===== src/rtl/cpu_pkg.sv =====
// Shared definitions for the 8-bit processor control path.
// Covers opcode encodings, T-state names and the packed control word.
package cpu_pkg;

    localparam int OPW = 4;
    localparam int STW = 3;

    localparam logic [OPW-1:0] OP_NOP = 4'b0000;
    localparam logic [OPW-1:0] OP_LDA = 4'b0001;
    localparam logic [OPW-1:0] OP_ADD = 4'b0010;
    localparam logic [OPW-1:0] OP_SUB = 4'b0011;
    localparam logic [OPW-1:0] OP_STA = 4'b0100;
    localparam logic [OPW-1:0] OP_LDI = 4'b0101;
    localparam logic [OPW-1:0] OP_JMP = 4'b0110;
    localparam logic [OPW-1:0] OP_JC  = 4'b0111;
    localparam logic [OPW-1:0] OP_JZ  = 4'b1000;
    localparam logic [OPW-1:0] OP_OUT = 4'b1110;
    localparam logic [OPW-1:0] OP_HLT = 4'b1111;

    typedef enum logic [STW-1:0] {
        T0 = 3'd0,
        T1 = 3'd1,
        T2 = 3'd2,
        T3 = 3'd3,
        T4 = 3'd4
    } tstate_e;

    // Field order follows the sequencer's output port list.
    typedef struct packed {
        logic pc_out;
        logic pc_en;
        logic pc_load;
        logic mar_in;
        logic ram_out;
        logic ram_in;
        logic ir_in;
        logic ir_out;
        logic a_in;
        logic a_out;
        logic b_in;
        logic alu_out;
        logic alu_sub;
        logic flags_in;
        logic out_in;
    } ctrl_t;

    function automatic logic has_execute(input logic [OPW-1:0] op);
        case (op)
            OP_LDA, OP_ADD, OP_SUB, OP_STA, OP_LDI,
            OP_JMP, OP_JC, OP_JZ, OP_OUT, OP_HLT: has_execute = 1'b1;
            default:                              has_execute = 1'b0;
        endcase
    endfunction

endpackage


===== src/rtl/control_sequencer_if.sv =====
// Sequencer-to-datapath bundle: run/decode inputs plus every strobe and status line.
interface control_sequencer_if;
    import cpu_pkg::*;

    logic           en;
    logic [OPW-1:0] opcode;
    logic           carry;
    logic           zero;

    logic           pc_out;
    logic           pc_en;
    logic           pc_load;
    logic           mar_in;
    logic           ram_out;
    logic           ram_in;
    logic           ir_in;
    logic           ir_out;
    logic           a_in;
    logic           a_out;
    logic           b_in;
    logic           alu_out;
    logic           alu_sub;
    logic           flags_in;
    logic           out_in;
    logic           halt;
    logic [STW-1:0] tstate;
    logic           instr_done;

    modport master (
        input  en, opcode, carry, zero,
        output pc_out, pc_en, pc_load, mar_in, ram_out, ram_in, ir_in, ir_out,
               a_in, a_out, b_in, alu_out, alu_sub, flags_in, out_in,
               halt, tstate, instr_done
    );

    modport slave (
        output en, opcode, carry, zero,
        input  pc_out, pc_en, pc_load, mar_in, ram_out, ram_in, ir_in, ir_out,
               a_in, a_out, b_in, alu_out, alu_sub, flags_in, out_in,
               halt, tstate, instr_done
    );

endinterface


===== src/rtl/microcode_rom.sv =====
// Combinational microcode: (opcode, step, flags) -> control word and end-of-instruction marker.
module microcode_rom
    import cpu_pkg::*;
(
    input  logic [OPW-1:0] opcode_i,
    input  tstate_e        step_i,
    input  logic           carry_i,
    input  logic           zero_i,
    output ctrl_t          ctrl_o,
    output logic           last_step_o
);

    always_comb begin
        ctrl_o      = '0;
        last_step_o = 1'b0;
        case (step_i)
            T0: begin
                ctrl_o.pc_out = 1'b1;
                ctrl_o.mar_in = 1'b1;
            end
            T1: begin
                ctrl_o.ram_out = 1'b1;
                ctrl_o.ir_in   = 1'b1;
                ctrl_o.pc_en   = 1'b1;
                last_step_o    = ~has_execute(opcode_i);
            end
            T2: begin
                case (opcode_i)
                    OP_LDA, OP_ADD, OP_SUB, OP_STA: begin
                        ctrl_o.ir_out = 1'b1;
                        ctrl_o.mar_in = 1'b1;
                    end
                    OP_LDI: begin
                        ctrl_o.ir_out = 1'b1;
                        ctrl_o.a_in   = 1'b1;
                        last_step_o   = 1'b1;
                    end
                    OP_JMP: begin
                        ctrl_o.ir_out  = 1'b1;
                        ctrl_o.pc_load = 1'b1;
                        last_step_o    = 1'b1;
                    end
                    OP_JC: begin
                        ctrl_o.ir_out  = carry_i;
                        ctrl_o.pc_load = carry_i;
                        last_step_o    = 1'b1;
                    end
                    OP_JZ: begin
                        ctrl_o.ir_out  = zero_i;
                        ctrl_o.pc_load = zero_i;
                        last_step_o    = 1'b1;
                    end
                    OP_OUT: begin
                        ctrl_o.a_out  = 1'b1;
                        ctrl_o.out_in = 1'b1;
                        last_step_o   = 1'b1;
                    end
                    // HLT stays here with no strobes; the sequencer latches halt.
                    default: ;
                endcase
            end
            T3: begin
                case (opcode_i)
                    OP_LDA: begin
                        ctrl_o.ram_out = 1'b1;
                        ctrl_o.a_in    = 1'b1;
                        last_step_o    = 1'b1;
                    end
                    OP_ADD, OP_SUB: begin
                        ctrl_o.ram_out = 1'b1;
                        ctrl_o.b_in    = 1'b1;
                    end
                    OP_STA: begin
                        ctrl_o.a_out  = 1'b1;
                        ctrl_o.ram_in = 1'b1;
                        last_step_o   = 1'b1;
                    end
                    default: last_step_o = 1'b1;
                endcase
            end
            T4: begin
                if (opcode_i == OP_ADD || opcode_i == OP_SUB) begin
                    ctrl_o.alu_out  = 1'b1;
                    ctrl_o.a_in     = 1'b1;
                    ctrl_o.flags_in = 1'b1;
                    ctrl_o.alu_sub  = (opcode_i == OP_SUB);
                end
                last_step_o = 1'b1;
            end
            // Unreachable encodings fall back to fetch.
            default: last_step_o = 1'b1;
        endcase
    end

endmodule


===== src/rtl/control_sequencer.sv =====
// Control sequencer: T-state counter, sticky halt latch and reset/halt gating
// around the microcode ROM.
module control_sequencer
    import cpu_pkg::*;
(
    input  logic                clk,
    input  logic                clr,
    control_sequencer_if.master bus
);

    tstate_e step_q, step_d;
    logic    halt_q, halt_d;
    ctrl_t   rom_ctrl;
    ctrl_t   ctrl;
    logic    last_step;
    logic    run;
    logic    halt_step;

    microcode_rom u_rom (
        .opcode_i    (bus.opcode),
        .step_i      (step_q),
        .carry_i     (bus.carry),
        .zero_i      (bus.zero),
        .ctrl_o      (rom_ctrl),
        .last_step_o (last_step)
    );

    assign run       = bus.en & ~halt_q;
    assign halt_step = (step_q == T2) && (bus.opcode == OP_HLT);

    // HLT freezes the counter at T2 while the halt latch takes over.
    always_comb begin
        step_d = step_q;
        halt_d = halt_q;
        if (run) begin
            if (halt_step) begin
                halt_d = 1'b1;
            end else if (last_step) begin
                step_d = T0;
            end else begin
                step_d = tstate_e'(step_q + 1'b1);
            end
        end
    end

    always_ff @(posedge clk) begin
        if (clr) begin
            step_q <= T0;
            halt_q <= 1'b0;
        end else begin
            step_q <= step_d;
            halt_q <= halt_d;
        end
    end

    // No bus driver or load strobe may fire during reset or once halted.
    assign ctrl = (clr || halt_q) ? '0 : rom_ctrl;

    assign bus.pc_out     = ctrl.pc_out;
    assign bus.pc_en      = ctrl.pc_en;
    assign bus.pc_load    = ctrl.pc_load;
    assign bus.mar_in     = ctrl.mar_in;
    assign bus.ram_out    = ctrl.ram_out;
    assign bus.ram_in     = ctrl.ram_in;
    assign bus.ir_in      = ctrl.ir_in;
    assign bus.ir_out     = ctrl.ir_out;
    assign bus.a_in       = ctrl.a_in;
    assign bus.a_out      = ctrl.a_out;
    assign bus.b_in       = ctrl.b_in;
    assign bus.alu_out    = ctrl.alu_out;
    assign bus.alu_sub    = ctrl.alu_sub;
    assign bus.flags_in   = ctrl.flags_in;
    assign bus.out_in     = ctrl.out_in;
    assign bus.halt       = halt_q;
    assign bus.tstate     = step_q;
    assign bus.instr_done = last_step & bus.en & ~halt_q & ~clr;

endmodule


===== src/flat_wrapper.sv =====
// flat-port wrapper written by rule: the top's interface ports become plain ports
module control_sequencer_flat import cpu_pkg::*;
  (clk, clr, bus_en, bus_opcode, bus_carry, bus_zero, bus_pc_out, bus_pc_en, bus_pc_load, bus_mar_in, bus_ram_out, bus_ram_in, bus_ir_in, bus_ir_out, bus_a_in, bus_a_out, bus_b_in, bus_alu_out, bus_alu_sub, bus_flags_in, bus_out_in, bus_halt, bus_tstate, bus_instr_done);
  control_sequencer_if bus_i ();
  input  logic clk;
  input  logic clr;
  input wire logic [$bits(bus_i.en)-1:0] bus_en;
  input wire logic [$bits(bus_i.opcode)-1:0] bus_opcode;
  input wire logic [$bits(bus_i.carry)-1:0] bus_carry;
  input wire logic [$bits(bus_i.zero)-1:0] bus_zero;
  output wire logic [$bits(bus_i.pc_out)-1:0] bus_pc_out;
  output wire logic [$bits(bus_i.pc_en)-1:0] bus_pc_en;
  output wire logic [$bits(bus_i.pc_load)-1:0] bus_pc_load;
  output wire logic [$bits(bus_i.mar_in)-1:0] bus_mar_in;
  output wire logic [$bits(bus_i.ram_out)-1:0] bus_ram_out;
  output wire logic [$bits(bus_i.ram_in)-1:0] bus_ram_in;
  output wire logic [$bits(bus_i.ir_in)-1:0] bus_ir_in;
  output wire logic [$bits(bus_i.ir_out)-1:0] bus_ir_out;
  output wire logic [$bits(bus_i.a_in)-1:0] bus_a_in;
  output wire logic [$bits(bus_i.a_out)-1:0] bus_a_out;
  output wire logic [$bits(bus_i.b_in)-1:0] bus_b_in;
  output wire logic [$bits(bus_i.alu_out)-1:0] bus_alu_out;
  output wire logic [$bits(bus_i.alu_sub)-1:0] bus_alu_sub;
  output wire logic [$bits(bus_i.flags_in)-1:0] bus_flags_in;
  output wire logic [$bits(bus_i.out_in)-1:0] bus_out_in;
  output wire logic [$bits(bus_i.halt)-1:0] bus_halt;
  output wire logic [$bits(bus_i.tstate)-1:0] bus_tstate;
  output wire logic [$bits(bus_i.instr_done)-1:0] bus_instr_done;
  assign bus_i.en = bus_en;
  assign bus_i.opcode = bus_opcode;
  assign bus_i.carry = bus_carry;
  assign bus_i.zero = bus_zero;
  assign bus_pc_out = bus_i.pc_out;
  assign bus_pc_en = bus_i.pc_en;
  assign bus_pc_load = bus_i.pc_load;
  assign bus_mar_in = bus_i.mar_in;
  assign bus_ram_out = bus_i.ram_out;
  assign bus_ram_in = bus_i.ram_in;
  assign bus_ir_in = bus_i.ir_in;
  assign bus_ir_out = bus_i.ir_out;
  assign bus_a_in = bus_i.a_in;
  assign bus_a_out = bus_i.a_out;
  assign bus_b_in = bus_i.b_in;
  assign bus_alu_out = bus_i.alu_out;
  assign bus_alu_sub = bus_i.alu_sub;
  assign bus_flags_in = bus_i.flags_in;
  assign bus_out_in = bus_i.out_in;
  assign bus_halt = bus_i.halt;
  assign bus_tstate = bus_i.tstate;
  assign bus_instr_done = bus_i.instr_done;
  control_sequencer u_core (.clk(clk), .clr(clr), .bus(bus_i));
endmodule

===== config.mk =====
export PLATFORM = sky130hd
export DESIGN_NAME = control_sequencer_flat
export DESIGN_NICKNAME = d
export VERILOG_FILES = /design/src/rtl/cpu_pkg.sv /design/src/rtl/control_sequencer_if.sv /design/src/rtl/microcode_rom.sv /design/src/rtl/control_sequencer.sv /design/src/flat_wrapper.sv
export SDC_FILE = /design/constraint.sdc
export NUM_CORES = 1
export LEC_CHECK = 0
export CORE_MARGIN = 5
export CORE_UTILIZATION = 25
export CTS_BUF_LIST = sky130_fd_sc_hd__clkbuf_8
export CTS_CLUSTER_DIAMETER = 150
export DETAILED_ROUTE_END_ITERATION = 6
export PLACE_DENSITY_LB_ADDON = 0.1
export SYNTH_ARGS = -nofsm -noshare
export SYNTH_HDL_FRONTEND = slang
export SYNTH_SLANG_ARGS = --single-unit
export TNS_END_PERCENT = 30

===== constraint.sdc =====
create_clock -name clk -period 2.21 [get_ports clk]
set_clock_uncertainty 0.15 [all_clocks]
set_input_delay 0.3315 -clock clk [delete_from_list [all_inputs] [get_ports clk]]
set_output_delay 0.3315 -clock clk [all_outputs]
set_load 0.01 [all_outputs]

Word level (Yosys, flattened, before mapping)
Memories as Yosys holds them, arrays and structs flattened.
Index checks and enable logic that the tools add are counted.
W data, S select, Z words.
{ "classes": {"n_eq_ne": 14, "muxes": 29, "n_bitwise": 8, "addsub": 1, "reduce_logical": 11} }
{ "op_table": {"columns": ["op", "n"], "rows": [
  ["$mux W1", 18],
  ["$eq A4 B3 Y1 const B", 4],
  ["$mux W15", 1],
  ["$eq A4 B4 Y1 const B", 3],
  ["$mux W3", 3],
  ["$pmux W1 S3", 3],
  ["$eq A4 B2 Y1 const B", 2],
  ["$eq A3 B2 Y1 const B", 2],
  ["$pmux W1 S2", 3],
  ["$reduce_or A6 Y1", 1],
  ["$reduce_or A5 Y1", 1],
  ["$and A1 B1 Y1", 4],
  ["$eq A4 B1 Y1 const B", 1],
  ["$not A1 Y1", 4],
  ["$pmux W1 S4", 1],
  ["$reduce_and A2 Y1", 2],
  ["$reduce_or A4 Y1", 1],
  ["$add A3 B1 Y3 const B", 1],
  ["$eq A3 B1 Y1 const B", 1],
  ["$eq A3 B3 Y1 const B", 1],
  ["$logic_not A3 Y1", 1],
  ["$reduce_or A3 Y1", 1],
  ["$logic_or A1 B1 Y1", 2],
  ["$reduce_or A2 Y1", 1],
  ["$logic_and A1 B1 Y1", 1]
]} }
{ "word_totals": {"romBits": 16, "n_memories": 1, "output_inout_bits": 20, "register_bits": 4} }
{ "memory_table": {"columns": ["memory", "depth", "word_bits", "read_ports", "rd_ports_with_merged_regs", "wr", "line_no", "text"], "rows": [
  ["(no name shown)", 16, 1, 1, 0, 0, "cpu_pkg.sv:48", "case (op)"]
]} }

Logic depth before layout (Yosys ltp)
Gate-level depths: netlist (run 1).
{ "depth": {"depth_word": 7, "ltp_mapped": 7, "depth_no_buf": 6} }

By module
A second synthesis (run 1) with hierarchy kept.
{ "hier_totals": {"cells_unflattened": 97, "hier_area_um2": 669.4} }
{ "by_module_without_submodules": {"columns": ["module", "instances", "area_each_um2", "cells_per_inst"], "rows": [
  ["control_sequencer", 1, 342.8, 42],
  ["microcode_rom", 1, 326.6, 55]
]} }

Worst setup path after synthesis (run 1)
OpenSTA, ideal clock, no wires.
{ "synth_timing": {"kind": "register -> output", "start": "reg u_core.step_q[0], in the netlist u_core.bus.tstate[0]", "end": "out bus_instr_done", "slack_ns": -0.015, "stages_incl_launch_ff": 6, "t_arrival_ns": 1.743, "path_buffers": 0, "path_cell_list": "dfxtp_1 inv_1 ha_1 nor4b_1 or4_4 o21a_1"} }
{ "synth_via": {"elab_chain_len": 5, "word_cells_on_any_way": 8} }
{ "synth_rtl": {"columns": ["element", "line_no", "text"], "rows": [
  ["start, declared", "control_sequencer.sv:11", "tstate_e step_q, step_d;"],
  ["start signal, assigned", "control_sequencer.sv:51", "step_q <= step_d;"],
  ["$eq A3 B2 Y1 (tied with other cells)", "microcode_rom.sv:16", "case (step_i)"],
  ["$pmux W1 S4 *", "microcode_rom.sv:16", null],
  ["$and A1 B1 Y1 * (3 in a row)", "control_sequencer.sv:76", "assign bus.instr_done = last_step & bus.en & ~halt_q & ~clr;"],
  ["end, declared", "flat_wrapper.sv:28", "output wire logic [$bits(bus_i.instr_done)-1:0] bus_instr_done;"]
]} }
Every way passes the cells marked *; elsewhere a longest branch is shown, timed or not.

Worst setup path in the final report (run 1)
{ "layout_timing": {"start": "in bus_opcode[2]", "end": "out bus_instr_done"} }
{ "layout_via": {"elab_chain_len": 7, "word_cells_on_any_way": 18} }
{ "layout_rtl": {"columns": ["element", "line_no", "text"], "rows": [
  ["start, declared", "flat_wrapper.sv:8", "input wire logic [$bits(bus_i.opcode)-1:0] bus_opcode;"],
  ["$mem_v2 Z16 W1 (tied with other cells)", null, null],
  ["$mux W1 (tied with other cells)", "microcode_rom.sv:16", null],
  ["$not A1 Y1 (tied with other cells)", "microcode_rom.sv:25", "last_step_o = ~has_execute(opcode_i);"],
  ["$pmux W1 S4 *", "microcode_rom.sv:16", null],
  ["$and A1 B1 Y1 * (3 in a row)", "control_sequencer.sv:76", null]
]} }
Every way passes the cells marked *; elsewhere a longest branch is shown, timed or not. The select of a mux whose other input is x is not followed.

==> results of run 1 <==
synthesized netlist by cell type (all sizes together):
cell type,instances
a21oi,6
a2bb2o,1
a311oi,1
a31oi,1
and2,4
and3b,1
buf,7
dfxtp,4
ha,5
inv,5
mux2i,2
nand2,8
nand3,2
nand3b,1
nand4,2
nand4b,1
nand4bb,2
nor2,14
nor2b,3
nor3,6
nor3b,1
nor4,3
nor4b,2
o211ai,1
o21a,2
o2bb2ai,1
o31ai,1
o32ai,1
or2,2
or2b,1
or4,1
or4b,1
xnor2,1
kinds of logic (layout without fill, tap and decap cells):
group,Yosys count,count (layout)
AO/OA/AOI/OAI,15,15
XOR/XNOR,1,1
adder cells (fa/ha/maj),5,5
buffers and inverters,12,81
flip-flops,4,4
multiplexers,2,2
AND/OR/NAND/NOR,55,55
how the worst max path moves through the flow:
stage	to	slack [ns]	cells after the start
finish	bus_instr_done	-0.13	7
global route	bus_instr_done	-0.22	7
CTS	bus_a_in	-0.22	8
detailed placement	bus_instr_done	-0.68	7
global placement	bus_instr_done	-0.64	6
floorplan	bus_instr_done	0.07	6
layout make-up:
type,count,area [um^2],area share [%]
Clock buffer,3,41.3,2.93
Inverter,5,18.8,1.33
Timing Repair Buffer,73,596,42.2
Sequential cell,4,85.1,6.03
Tap cell,30,37.5,2.66
Multi-Input combinational cell,78,633,44.9
what timing repair did:
action | CTS | global route
resized for setup | 57 | 10
pin swaps | 8 | 5
endpoints found under the setup margin | 16 | 9
hold endpoints to repair | 0 | 0
buffers inserted | 5 | 1
per-stage QoR:
stage / util [%] / total power, W / setup slack (ns) / hold WS (ns) / setup TNS [ns]
2_1_floorplan: - / 0.000205 / 0.0690 / 0.254 / 0
3_3_place_gp: 49.3 / 0.000371 / -0.638 / 0.361 / -6.41
5_1_grt: 56.0 / 0.000592 / -0.221 / 0.450 / -0.799
4_1_cts: 54.7 / 0.000543 / -0.216 / 0.423 / -0.408
6_report: 56.0 / 0.000548 / -0.132 / 0.428 / -0.266
3_5_place_dp: 49.3 / 0.000369 / -0.683 / 0.375 / -6.83
layer usage:
layer  track usage, %  share of wire, %  vias to the layer above
met5                0                 0                        -
met4             1.82                 0                        0
met3             2.73               6.0                        0
met2             23.5                45                       25
met1             18.2                49                      427
li1                 -                 -                      478
worst max-delay path, delay by kind of cell:
kind	cells	cell delay, ns
AND/OR/NAND/NOR	3	0.77
buffers and inverters	3	0.57
AO/OA/AOI/OAI	1	0.18
power by group through the flow:
stage	clock network, W	registers (W)	logic, W
after floorplan	0	0.0000908	0.000114
after global placement	0	0.0000894	0.000281
after detailed placement	0	0.0000888	0.000280
after CTS	0.000156	0.0000884	0.000299
after global routing	0.000166	0.0000910	0.000335
final	0.000151	0.0000901	0.000306
registers in the layout, summed over array words and instances, names as in the netlist:
register,cells
u_core.bus.tstate,3
u_core.bus.halt,1
==> summary.md, run 1 <==
| Metric | Value |
|---|---|
| Most area-hungry cell type in the Yosys netlist | dfxtp_1 |
| FF+latch count, synth | 4 |
| CTS tree | yes |
| Switching portion of total power | 32.2% |
| # rows | 18 |
| Simple-gate share of the synthesized area | 47.2% |
| Max stage delay on crit path | 0.51 ns |
| Root buf cell | clkbuf_8 |
| Cts bufs inserted | 3 |
| Comb power frac | 55.9% |
| Setup-failing EPs final | 4 |
| Core Area | 2520 um^2 |
| CP cell instances | dlygate4sd2_1 -> buf_6 -> or2b_1 -> nor2_1 -> or4_4 -> o21a_1 -> buf_2 |
| Worst VDD drop | 0.000383 V |
| Placed cell count | 185 |
| Worst-Skew Late Latency | 0.21 ns |
| Worst Reg2Reg Path Length in Cells | 7 |
| Total die area | 3790 um^2 |
| Synth-to-Final Area Change | 112% |
| Finished Cell Area | 1410 um^2 |
| Number of max-cap violations | 0 |
| Status | complete, but fails checks |
| Critical path origin | bus_opcode[2] |
| DR WL/cell | 12.3 um |
| Vias per Instance | 4.82 |
| Adder-Cell Fraction of Synth Area | 9.40% |
| Mapped Cells | 94 |
| Crit-path slowest cell | or4_4 |
| Starting Density | 26.4% |
| Most area-consuming cells after synthesis | dfxtp_1, ha_1, nor2_1, a21oi_1, nor3_1 |
| WHS Path Cells | 2 |
| Fmax | 0.427 GHz |
| P_sw | 0.000176 W |
| Largest net degree at the start of global routing | 11 |
| Nets | 179 |
| Share of layout cells above drive strength 1 | 46.6% |
| Compound-Gate Fraction of Synth Area | 17.9% |
| GRT Total Usage | 13.7% |
| FF-to-FF Start | u_core.bus.tstate[1] |
| Clock power share | 27.7% |
| Grt total ovfl | 0 |
| Lkg Pwr | 0.626 nW |
| Syn nets | 108 |
| Residual DRC | 0 |
| Final hold vios | 0 |
| P per Cell Area | 388 nW/um^2 |
| Slew Limit Headroom | 78.8% |
| Crit path time final | 2.34 ns |
| Setup WS post-layout | -0.132 ns |
| CP startpoint kind | primary input |
| Reg2reg setup slack | 0.23 ns |
| Critical path class | primary input to primary output |
| Placer Congestion | 0.752 |
| Avg Inst Size Synth | 7.08 um^2 |
| Largest family of logic cells by synthesized area | simple AND/OR/NAND/NOR gates |
| Reg2reg end | u_core.bus.tstate[1] |
| Sequential power share | 16.5% |
| Commonest non-fill, non-tap cell in the layout | buf_4 |
| First-pass GRT wire length | 4040 um |
| Worst hold start | u_core.bus.halt |
| Final-layout fill cell count | 256 |
| Top-area cell type share of the netlist area | 12.0% |
| H-tree levels | 1 |
| Multiplexer share of the synthesized area | 3.01% |
| Worst-case clock buffer depth | 2 |
| Seq/Total Area, Yosys | 12.0% |
| Number of unique standard cell types used by synthesis | 36 |
| Die width | 61.6 um |
| Critical Path RT | 1.73 ns |
| DRT Wirelength | 2370 um |
| DR vias | 930 |
| Antenna viol nets, final | 0 |
| Hold Crit Class | flop to flop |
| First-pass DRT Iterations | 4 |
| Fin crit share | 106% |
| Hold Path End | u_core.bus.halt |
| Xor and xnor fraction of the mapped netlist area | 1.32% |
| Initial antenna violation count | 0 |
| Area after DPL | 1240 um^2 |
| CP Data Arrival Time | 1.86 ns |
| Syn. warnings | 0 |
| Reg clk slew, reported paths | 0.03 ns |
| Most frequent cells in the layout | buf_4, dlygate4sd2_1, nor2_1 |
| Max FO, Critical Path | 10 |
| Vias in the first global route | 962 |
| RSZ-0062 raised after global routing | yes |
| IO Count | 29 |
| Chip height | 61.6 um |
| Buffers on Ports | 28 |
| Dpl hpwl | 1820 um |
| Final Max Tran Viols | 0 |
| # clock sinks | 4 |
| Worst-Margin Slew | 0.314 ns |
| Failing checks | setup timing |
| 1st-iter DRT viols | 16 |
| Post-Syn Area | 666 um^2 |
| Crit end category | primary output |
| Cts hold-fix bufs | 0 |
| Number of diodes | 0 |
| Int Power | 0.000371 W |
| Fin cells | 193 |
Power figures use the tool's default switching activity.
==> run 2: changes to the inputs <==
--- a/config.mk
+++ b/config.mk
@@ -10,6 +10,8 @@
 export CTS_BUF_LIST = sky130_fd_sc_hd__clkbuf_8
 export CTS_CLUSTER_DIAMETER = 150
 export DETAILED_ROUTE_END_ITERATION = 6
+export GPL_TIMING_DRIVEN = 0
+export HOLD_SLACK_MARGIN = 0.03
 export PLACE_DENSITY_LB_ADDON = 0.1
 export SYNTH_ARGS = -nofsm -noshare
 export SYNTH_HDL_FRONTEND = slang
==> run 2 against run 1 <==
Largest cell class unchanged. Via count down 13%. Sequential cell count unchanged. Routed wire length decreased by 9.3%. Critical path type is now flop to primary output. Non-clock buffer count decreased by 29. Clock-buffer cell count unchanged. Power decreased by 8.9%. The run still ends with setup timing left. Clock power up 3%. First-iteration DRC count down 44%. Final area is 14% lower. Critical path depth did not move. Sequential share of layout area grew 1.2 points. Sequential power is 6.3% higher.
==> summary.md, run 2 (synthesis results as in run 1) <==
| Metric | Value |
|---|---|
| Status | complete, but fails checks |
| Failing checks | setup timing |
| DR vias | 811 |
| WHS Path Cells | 2 |
| First-pass DRT Iterations | 4 |
| Lkg Pwr | 0.532 nW |
| H-tree levels | 1 |
| Placer Congestion | 0.769 |
| CP startpoint kind | flop |
| Most frequent cells in the layout | buf_4, nor2_1, dlygate4sd2_1 |
| Reg2reg setup slack | 0.25 ns |
| Setup TNS | -0.395 ns |
| 1st-iter DRT viols | 9 |
| Hold Crit Class | primary input to flop |
| CP cell instances | ha_2 -> ha_4 -> nor2b_1 -> o211ai_1 -> a21oi_1 -> o21a_1 -> dlygate4sd2_1 |
| Root buf cell | clkbuf_8 |
| Crit end category | primary output |
| Max stage delay on crit path | 0.37 ns |
| Critical Path RT | 1.73 ns |
| CTS tree | yes |
| Worst-Margin Slew | 0.339 ns |
| Final-layout fill cell count | 265 |
| Worst-Skew Late Latency | 0.22 ns |
| FF-to-FF Start | u_core.bus.tstate[1] |
| GRT Total Usage | 11.8% |
| Fin crit share | 105% |
| DRT Wirelength | 2150 um |
| Hold Path End | u_core.bus.halt |
| Final hold vios | 0 |
| # rows | 18 |
| Setup-failing EPs final | 5 |
| DR WL/cell | 13.1 um |
| Setup WS post-layout | -0.120 ns |
| Core Area | 2520 um^2 |
| Reg2reg end | u_core.bus.tstate[1] |
| Synth-to-Final Area Change | 81.4% |
| Largest register FFs | 3 |
| Critical path class | flop to primary output |
| Vias per Instance | 4.95 |
| Buffers on Ports | 27 |
| Die width | 61.6 um |
| RSZ-0062 raised after global routing | yes |
| Slew Limit Headroom | 77.3% |
| Chip height | 61.6 um |
| Worst hold start | clr |
| Starting Density | 26.4% |
| Final Max Tran Viols | 0 |
| Grt total ovfl | 0 |
| Initial antenna violation count | 0 |
| Final core occ | 47.9% |
| Area after DPL | 975 um^2 |
| # clock sinks | 4 |
| Design Power | 0.000499 W |
| Cts bufs inserted | 3 |
| Finished Cell Area | 1210 um^2 |
| Worst VDD drop | 0.000291 V |
| Number of diodes | 0 |
| Worst-case clock buffer depth | 2 |
| P per Cell Area | 413 nW/um^2 |
| Share of layout cells above drive strength 1 | 33.6% |
| Vias in the first global route | 799 |
| Dpl hpwl | 1500 um |
| Residual DRC | 0 |
| First-pass GRT wire length | 3490 um |
| Largest net degree at the start of global routing | 11 |
| Fmax | 0.429 GHz |
| Reg clk slew, reported paths | 0.03 ns |
| Antenna viol nets, final | 0 |
| Crit-path slowest cell | dfxtp_4 |
| Number of max-cap violations | 0 |
| Commonest non-fill, non-tap cell in the layout | buf_4 |
| Total die area | 3790 um^2 |
| CP Data Arrival Time | 1.85 ns |
| Max FO, Critical Path | 6 |
| IO Count | 29 |
| Worst Reg2Reg Path Length in Cells | 7 |
| Crit path time final | 2.33 ns |
| Critical path origin | u_core.bus.tstate[0] |
| Nets | 150 |
## run 2: cell types whose count changed in the layout (fill, tap and decap cells not counted), sizes merged
cell / previous run / this run
buf: 49 / 19
dlygate4sd2: 13 / 11
dlymetal6s2s: 0 / 3
clkdlybuf4s15: 3 / 0
clkdlybuf4s50: 7 / 10
## run 2: worst max-delay path: cells and delay by family (launching register included)
kind / cells / cell delay (ns)
AO/OA/AOI/OAI: 3 / 0.47
adder cells (fa/ha/maj): 2 / 0.39
AND/OR/NAND/NOR: 1 / 0.12
buffers and inverters: 1 / 0.28
flip-flops: 1 / 0.37
## run 2: metrics by stage
| step | hold WS, ns | setup WS [ns] | instances |
|---|---|---|---|
| after floorplan | 0.254 | 0.0690 | 94 |
| after global placement | 0.375 | -0.701 | 151 |
| after detailed placement | 0.374 | -0.704 | 151 |
| after CTS | 0.456 | -0.191 | 159 |
| after global routing | 0.483 | -0.222 | 164 |
| final | 0.464 | -0.120 | 164 |
## run 2: repair_timing
| action | 4_1_cts | 5_1_grt |
|---|---|---|
| buffers inserted | 5 | 5 |
| pin swaps | 4 | 7 |
| endpoints found under the setup margin | 16 | 9 |
| hold buffers | 0 | 0 |
| resized for setup | 43 | 13 |
## run 2: cell type report
| type | instances | area, um^2 | area share (%) |
|---|---|---|---|
| buffer | 7 | 63.8 | 5.28 |
| clock buffer | 3 | 41.3 | 3.42 |
| inverter | 5 | 23.8 | 1.97 |
| multi-input combinational | 78 | 627 | 51.9 |
| sequential | 4 | 87.6 | 7.25 |
| tap | 30 | 37.5 | 3.11 |
| timing repair buffer | 37 | 327 | 27.0 |
## run 2: how the worst max path moves through the flow
stage	end	slack [ns]	cells after the start
2_1_floorplan	bus_instr_done	0.07	6
3_3_place_gp	bus_instr_done	-0.70	7
3_5_place_dp	bus_instr_done	-0.70	7
4_1_cts	bus_instr_done	-0.19	7
5_1_grt	bus_pc_en	-0.22	6
6_report	bus_a_in	-0.12	7
## run 2: report_power, final
part / switching (W) / leakage, nW / internal, W
logic: 0.000114 / 0.476 / 0.000134
registers: 0.0000153 / 0.0339 / 0.0000805
clock network: 0.0000389 / 0.0216 / 0.000116
total: 0.000168 / 0.532 / 0.000331
## run 2: routing by layer
layer	vias to the layer above	GRT usage, %	part of all wire (%)
met5	-	0	0
met4	0	0.909	0.46
met3	2	3.56	6.9
met2	20	19.6	45
met1	368	15.7	47
li1	421	-	-
==> run 3: changes to the inputs <==
--- a/config.mk
+++ b/config.mk
@@ -12,7 +12,7 @@
 export DETAILED_ROUTE_END_ITERATION = 6
 export GPL_TIMING_DRIVEN = 0
 export HOLD_SLACK_MARGIN = 0.03
-export PLACE_DENSITY_LB_ADDON = 0.1
+export PLACE_DENSITY = 0.57
 export SYNTH_ARGS = -nofsm -noshare
 export SYNTH_HDL_FRONTEND = slang
 export SYNTH_SLANG_ARGS = --single-unit
==> run 3 against run 2 <==
The run still ends with setup timing left. Global-route usage up 1.4 points. Highest routed layer unchanged. Fmax down 3.2%. Combinational power down 3%. Critical path depth unchanged. Register-to-register slack worse by 0.10 ns. Critical path type unchanged. Sequential share of layout area up 0.21 points. Hold slack worse by 0.070 ns. Sequential cell count unchanged. Power down 1.9%.
==> summary.md, run 3 (synthesis results as in run 1) <==
| Metric | Value |
|---|---|
| Status | complete, but fails checks |
| Failing checks | setup timing |
| Worst VDD drop | 0.000351 V |
| # rows | 18 |
| Starting Density | 26.4% |
| Core Area | 2520 um^2 |
| Final hold vios | 0 |
| Hold Crit Class | primary input to flop |
| Setup WS post-layout | -0.196 ns |
| Nets | 149 |
| Die width | 61.6 um |
| Min Hold Slack | 0.394 ns |
| Worst-case clock buffer depth | 2 |
| Chip height | 61.6 um |
| Critical path origin | u_core.bus.tstate[1] |
| Fin crit share | 109% |
| Global route hottest layer | met2 |
| Cts bufs inserted | 3 |
| Dpl hpwl | 1610 um |
| Root buf cell | clkbuf_8 |
| First-pass DRT Iterations | 4 |
| P per Cell Area | 411 nW/um^2 |
| First-pass GRT wire length | 3880 um |
| CP Data Arrival Time | 1.92 ns |
| Placer Congestion | 0.752 |
| FF-to-FF Start | u_core.bus.tstate[1] |
| Buffers on Ports | 27 |
| Vias per Instance | 5.25 |
| # clock sinks | 4 |
| IO Count | 29 |
| Antenna viol nets, final | 0 |
| CP delay by family, top | simple AND/OR/NAND/NOR gates |
| Count of buffer and inverter cells on the critical path | 2 |
| CP startpoint kind | flop |
| Share of layout cells above drive strength 1 | 34.6% |
| Routing usage on met1 | 16.3% |
| H-tree levels | 1 |
| Reg clk slew, reported paths | 0.03 ns |
| Crit path time final | 2.41 ns |
| CP cell instances | inv_2 -> ha_4 -> or4b_1 -> a311oi_2 -> or4_4 -> o21a_1 -> buf_2 |
| Critical Path RT | 1.73 ns |
| Max FO, Critical Path | 6 |
| Crit-path slowest cell | or4_4 |
| Worst-Margin Slew | 0.344 ns |
| Final Max Tran Viols | 0 |
| DR WL/cell | 14.5 um |
| GRT Total Usage | 13.2% |
| Slew Limit Headroom | 77.0% |
| RSZ-0062 raised after global routing | yes |
| CTS tree | yes |
| Fmax | 0.416 GHz |
| Setup-failing EPs final | 2 |
| Commonest non-fill, non-tap cell in the layout | buf_4 |
| Lkg Pwr | 0.541 nW |
| Synth-to-Final Area Change | 78.8% |
| Most frequent cells in the layout | buf_4, nor2_1, dlygate4sd2_1 |
| Total die area | 3790 um^2 |
| Number of max-cap violations | 0 |
| Worst hold start | clr |
| DR vias | 855 |
| Residual DRC | 0 |
| Grt total ovfl | 0 |
| Initial antenna violation count | 0 |
| Crit end category | primary output |
| Max stage delay on crit path | 0.54 ns |
| 1st-iter DRT viols | 12 |
| GRT met3 Usage | 2.73% |
| Worst-Skew Late Latency | 0.22 ns |
| DRT Wirelength | 2360 um |
| Vias in the first global route | 906 |
| Met2 usage | 23.3% |
| Number of diodes | 0 |
| Final core occ | 47.2% |
| Largest net degree at the start of global routing | 11 |
| Critical path class | flop to primary output |
| Largest register FFs | 3 |
[run 3: stage by stage]
step           setup slack (ns)  TNS [ns]  area, um^2  instances  total power, W
2_1_floorplan            0.0690         0         667         94        0.000205
3_3_place_gp             -0.691     -7.37         975        151        0.000284
3_5_place_dp             -0.743     -7.68         975        151        0.000285
4_1_cts                  -0.202    -0.742        1160        162        0.000483
5_1_grt                  -0.276    -0.567        1190        163        0.000523
6_report                 -0.196    -0.363        1190        163        0.000489
[run 3: path summary, 6_finish.rpt]
kind	end	slack (ns)	cells after the start
setup / recovery	bus_instr_done	-0.20	7
hold / removal	u_core.bus.halt	0.39	2
setup reg to reg	u_core.bus.tstate[1]	0.15	7
hold reg to reg	u_core.bus.halt	0.44	2
[run 3: repair_timing]
action | in CTS | in global routing
hold buffers | 0 | 0
gates resized for setup | 45 | 15
pin swaps | 9 | 3
setup endpoints to repair | 16 | 9
setup buffers | 8 | 1
[run 3: area by class of cell]
type / count / area, um^2
tap: 30 / 37.5
buffer: 7 / 60.1
fill: 261 / 1330
sequential: 4 / 88.8
multi-input combinational: 78 / 623
clock buffer: 3 / 41.3
timing repair buffer: 36 / 320
inverter: 5 / 18.8
[run 3: worst register-to-register path: stages, from the launching register on]
cell and delay (ns):
dfxtp_4 0.35, inv_2 0.08, ha_4 0.15, or4b_1 0.45, a311oi_2 0.26, or4_4 0.19, buf_4 0.12, a2bb2o_4 0.20
[run 3: per-layer routing]
| metal | part of all wire (%) | wire, um |
|---|---|---|
| met5 | 0 | 0 |
| met4 | 0.59 | 14 |
| met2 | 49 | 1160 |
| met1 | 45 | 1060 |
| met3 | 5.1 | 120 |
[run 3: power breakdown]
group          total [W]  internal [W]  switching (W)  leakage [nW]
Clock           0.000156      0.000116      0.0000394        0.0216
Combinational   0.000241      0.000125       0.000117         0.485
Sequential     0.0000921     0.0000804      0.0000117        0.0344
